==> config.mk <==
export PLATFORM = sky130hd
export DESIGN_NAME = spike_packet_sink
export DESIGN_NICKNAME = d
export VERILOG_FILES = /design/src/rtl/spike_packet_sink.sv
export SDC_FILE = /design/constraint.sdc
export NUM_CORES = 1
export LEC_CHECK = 0
export CORE_UTILIZATION = 56
export CTS_CLUSTER_DIAMETER = 30
export DETAILED_ROUTE_END_ITERATION = 6
export PLACE_DENSITY_LB_ADDON = 0.25
export SETUP_SLACK_MARGIN = 0.3
export SLEW_MARGIN = 0
export SYNTH_ARGS = -nofsm -noshare
export SYNTH_HDL_FRONTEND = slang
export SYNTH_SLANG_ARGS = --single-unit
==> constraint.sdc <==
create_clock -name neu_clk -period 3.5 [get_ports neu_clk]
set_input_delay 1.05 -clock neu_clk [delete_from_list [all_inputs] [get_ports neu_clk]]
set_output_delay 1.05 -clock neu_clk [all_outputs]
set_load 0.01 [all_outputs]
==> src/rtl/spike_packet_sink.sv <==
// spike_packet_sink: buffers routed spike packets and folds them into one spike vector per time step
// Ports: neu_clk/rst_n (sync, active low); packet_valid/packet_in/packet_ready accept router packets;
// start marks a step boundary; spike_vector/spike_valid/step_index report each finished step;
// drop_count counts packets addressed elsewhere; step_overrun flags a start lost during a pending flush.
module spike_packet_sink #(
    parameter int         PACKET_SIZE     = 32,
    parameter int         AXON_ADDR_WIDTH = 5,
    parameter int         FIFO_ADDR_WIDTH = 3,
    parameter logic [3:0] LOCAL_X         = 4'd0,
    parameter logic [3:0] LOCAL_Y         = 4'd0
) (
    input  logic                            neu_clk,
    input  logic                            rst_n,
    input  logic                            packet_valid,
    input  logic [PACKET_SIZE-1:0]          packet_in,
    output logic                            packet_ready,
    input  logic                            start,
    output logic [(1<<AXON_ADDR_WIDTH)-1:0] spike_vector,
    output logic                            spike_valid,
    output logic [7:0]                      step_index,
    output logic [7:0]                      drop_count,
    output logic                            step_overrun
);
    localparam int EW = 8 + AXON_ADDR_WIDTH;
    localparam int CW = FIFO_ADDR_WIDTH + 1;
    localparam int N  = 1 << FIFO_ADDR_WIDTH;
    localparam logic [CW-1:0] DEPTH = {1'b1, {FIFO_ADDR_WIDTH{1'b0}}};
    localparam logic [2:0] S_IDLE  = 3'd0;
    localparam logic [2:0] S_READ  = 3'd1;
    localparam logic [2:0] S_APPLY = 3'd2;
    localparam logic [2:0] S_FLUSH = 3'd3;
    localparam logic [2:0] S_EMIT  = 3'd4;

    logic [EW-1:0]                  mem [N];
    logic [EW-1:0]                  rd_data;
    logic [FIFO_ADDR_WIDTH-1:0]     wr_ptr, rd_ptr;
    logic [CW-1:0]                  count;
    logic [2:0]                     state, state_n;
    logic [(1<<AXON_ADDR_WIDTH)-1:0] acc;
    logic                           active, pending, push, pop, match, go;
    logic                           unused_reserved;

    assign unused_reserved = ^packet_in[PACKET_SIZE-9:AXON_ADDR_WIDTH];
    assign packet_ready = active && (count != DEPTH);
    assign push  = packet_valid && packet_ready;
    assign pop   = state == S_READ;
    assign match = rd_data[EW-1 -: 4] == LOCAL_X && rd_data[EW-5 -: 4] == LOCAL_Y;
    assign go    = start || pending;

    always_comb begin
        state_n = (state == S_IDLE)  ? (go ? S_FLUSH : (count != '0 ? S_READ : S_IDLE)) :
                  (state == S_READ)  ? S_APPLY :
                  (state == S_APPLY) ? (go ? S_FLUSH : S_IDLE) :
                  (state == S_FLUSH) ? (count != '0 ? S_READ : S_EMIT) : S_IDLE;
    end

    always_ff @(posedge neu_clk) begin
        if (push)
            mem[wr_ptr] <= {packet_in[PACKET_SIZE-1 -: 8], packet_in[AXON_ADDR_WIDTH-1:0]};
    end

    always_ff @(posedge neu_clk) begin
        if (!rst_n) begin
            state        <= S_IDLE;
            wr_ptr       <= '0;
            rd_ptr       <= '0;
            count        <= '0;
            rd_data      <= '0;
            acc          <= '0;
            pending      <= 1'b0;
            active       <= 1'b0;
            spike_vector <= '0;
            spike_valid  <= 1'b0;
            step_index   <= '0;
            drop_count   <= '0;
            step_overrun <= 1'b0;
        end else begin
            active      <= 1'b1;
            state       <= state_n;
            count       <= count + CW'(push) - CW'(pop);
            spike_valid <= state == S_EMIT;
            if (push)
                wr_ptr <= wr_ptr + FIFO_ADDR_WIDTH'(1);
            if (pop) begin
                rd_data <= mem[rd_ptr];
                rd_ptr  <= rd_ptr + FIFO_ADDR_WIDTH'(1);
            end
            if (state == S_APPLY && match)
                acc[rd_data[AXON_ADDR_WIDTH-1:0]] <= 1'b1;
            if (state == S_APPLY && !match && drop_count != 8'hff)
                drop_count <= drop_count + 8'd1;
            // a start is only honoured once per step; extras while one is queued are flagged
            if (start && (pending || state == S_FLUSH || state == S_EMIT))
                step_overrun <= 1'b1;
            else if (start)
                pending <= 1'b1;
            if (state == S_EMIT) begin
                spike_vector <= acc;
                acc          <= '0;
                step_index   <= step_index + 8'd1;
                pending      <= 1'b0;
            end
        end
    end
endmodule

==> impl_metrics.env <==
export IMPL_ys_ff_latch=214
export IMPL_start_util_pct=57.9
export IMPL_post_route_util_pct=74.1
export IMPL_fin_crit_sh_pct=87.2
export IMPL_synth_top_cell_area_share_pct=38.4
export IMPL_hold_viol=0
export IMPL_leakagePower_nw=3.58
export IMPL_synth_edf_count=104
export IMPL_fin_setup_tns_ps=0
export IMPL_worst_path_max_fanout=3
export IMPL_irDropWorstVdd_mv=0.537
export IMPL_cts_root_buf="clkbuf_16"
export IMPL_skew_ps=16.7
export IMPL_cts_hold_buf=0
export IMPL_start_kind="register"
export IMPL_slew_headroom_pct=35.0
export IMPL_clk_pin_slew_ps=50
export IMPL_clock_latency_ps=510
export IMPL_ant_nets=0
export IMPL_endpoint_kind="primary output"
export IMPL_yosys_warnings=0
export IMPL_layout_commonest_cell="nand2_1"
export IMPL_antenna_found_initial=0
export IMPL_n_fill_cell=848
export IMPL_arrival_ps=2000
export IMPL_synth_ff_type="dfxtp_1"
export IMPL_place_gp_congestion=0.750
export IMPL_synthArstFlopShare_pct=0
export IMPL_maxCapViolCount=0
export IMPL_drc_errors=0
export IMPL_grt_pass1_vias=5265
export IMPL_viasPerCell=5.58
export IMPL_synth_cell_type_count=50
export IMPL_core_area_um2=14000
export IMPL_worstSetupPathType="reg -> out"
export IMPL_outcome="complete, no violations"
export IMPL_grt_total_usage_pct=23.0
export IMPL_cts_sinks=214
export IMPL_worstPathCellList="inv_1 -> ha_1 -> or3b_2 -> and2_1 -> dlygate4sd2_1"
export IMPL_synth_area_leaders="edfxtp_1, dfxtp_1, mux4_2"
export IMPL_drtPass1Iterations=4
export IMPL_postCtsSetupRepairBufs=0
export IMPL_cts_inserted_buffers=38
export IMPL_die_width_um=122
export IMPL_grt_overflow=0
export IMPL_area_delta_synth_final_pct=28.1
export IMPL_layout_common_cells="nand2_1, dfxtp_1, edfxtp_1"
export IMPL_setup_violations=0
export IMPL_grt_max_degree=80
export IMPL_regArea_um2=5330
export IMPL_postSynthCellCount=636
export IMPL_hp_class="reg -> reg"
export IMPL_drtIter0Drc=373
export IMPL_pwr_density_cell_nw_per_um2=745
export IMPL_highest_layer="met4"
export IMPL_finalNetCount=772
export IMPL_diodes=0
export IMPL_routed_wl_um=16300
export IMPL_cts_tree="built"
export IMPL_reg2reg_slack_ps=1050
export IMPL_multi_input_comb_area_um2=2640
export IMPL_place_hpwl_um=9350
export IMPL_yosysSeqAreaShare_pct=65.5
export IMPL_vias=5214
export IMPL_die_h_um=122
export IMPL_yosysTopAreaCell="edfxtp_1"
export IMPL_min_period_ps=3050
export IMPL_wl_met2_um=8320
export IMPL_layout_drive_gt1_share_pct=15.0
export IMPL_avgSynthCellArea_um2=12.8
export IMPL_grt_pass1_wl_um=26300
export IMPL_synth_nets=683
export IMPL_drv_slew=0
export IMPL_max_freq_mhz=328
export IMPL_rsz0062_at_grt="no"
export IMPL_max_slew_worst_pin_slew_ps=974
export IMPL_clk_path_buf_depth=3
export IMPL_cts_resized=1
export IMPL_slowest_delay_ps=480
export IMPL_numPortBuffers=67
export IMPL_cpMaxStageDelayCell="or3b_2"
export IMPL_rows=43
export IMPL_drt_met1_wl_um=6650
export IMPL_pin_count=87
export IMPL_htreeDepth=2
export IMPL_dieArea_um2=15000
export IMPL_routedWlPerCell_um=17.5
export IMPL_wl_met3_um=1020
export IMPL_synth_area_um2=8130
export IMPL_crit_required_ps=2450
[stage by stage]
stage	cells	hold slack, ps	instance area [µm²]	total power, W	setup slack (ps)
after global placement	865	438	9010	0.00376	521
after global routing	934	480	10400	0.00802	377
final	934	457	10400	0.00775	448
after floorplan	636	425	8130	0.00356	493
after detailed placement	865	443	9010	0.00379	480
after CTS	934	458	10400	0.00783	428
[worst paths after layout]
| path | from | endpoint | cells after the start |
|---|---|---|---|
| min reg2reg | acc[26]$_SDFFE_PP0P_ | acc[26]$_SDFFE_PP0P_ | 2 |
| min | acc[26]$_SDFFE_PP0P_ | acc[26]$_SDFFE_PP0P_ | 2 |
| max reg2reg | count[2]$_SDFF_PN0_ | count[2]$_SDFF_PN0_ | 11 |
| max | count[2]$_SDFF_PN0_ | packet_ready | 5 |
[sequential cells by signal (all words and copies together) (netlist names), 4 cells and up]
register / cells
mem: 104
drop_count: 8
step_index: 8
spike_vector: 32
rd_data: 13
count: 4
acc: 32
[critical path, delay by kind of cell (launching register included)]
family        cells  cell delay [ps]
fa+ha+maj         1              150
buf+inv           2              380
flops             1              300
simple gates      2              670
[Yosys cell counts (all sizes together) (4+ instances only)]
master  number
dfxtp      110
mux4        26
clkbuf      23
buf         10
ha          10
nand3        8
a21boi      37
xnor2        9
nand2      112
nor3b        4
and2        16
inv         11
nor2        25
edfxtp     104
nand4        5
xor2         4
o22ai       13
nand2b       6
nor2b        5
o21ai       46
nor3        12
mux2i        5
[per-layer routing]
layer  GRT usage [%]  vias to the layer above
li1                -                     2490
met1            28.2                     2548
met2            39.5                      148
met3            4.97                       28
met4            9.53                        0
met5               0                        -
[cells by family (layout without fill, tap and decap cells)]
kind of cell / count (synthesis) / count (layout) / share of synthesized area (%)
DFF: 214 / 214 / 65.5
and+or+nand+nor: 211 / 211 / 12.3
AOI/OAI and AO/OA: 112 / 112 / 8.93
buffers and inverters: 44 / 162 / 2.19
muxes: 31 / 31 / 7.82
xor gates and xnor gates: 13 / 13 / 1.40
adders and majority gates: 11 / 11 / 1.79
[cell type report]
type / count / share of cell area, %
Clock buffer: 47 / 9.65
Clock inverter: 22 / 3.81
Tap cell: 180 / 2.16
Timing Repair Buffer: 82 / 7.47
Sequential cell: 214 / 51.2
Multi-Input combinational cell: 378 / 25.3
Inverter: 11 / 0.397
[report_power, final]
| part | internal (W) | switching (W) | leakage [nW] |
|---|---|---|---|
| logic | 0.000412 | 0.000400 | 1.07 |
| clock network | 0.00279 | 0.00121 | 0.681 |
| registers | 0.00276 | 0.000182 | 1.83 |
| total | 0.00596 | 0.00179 | 3.58 |
Note: power is estimated with default switching activity, not from simulation.
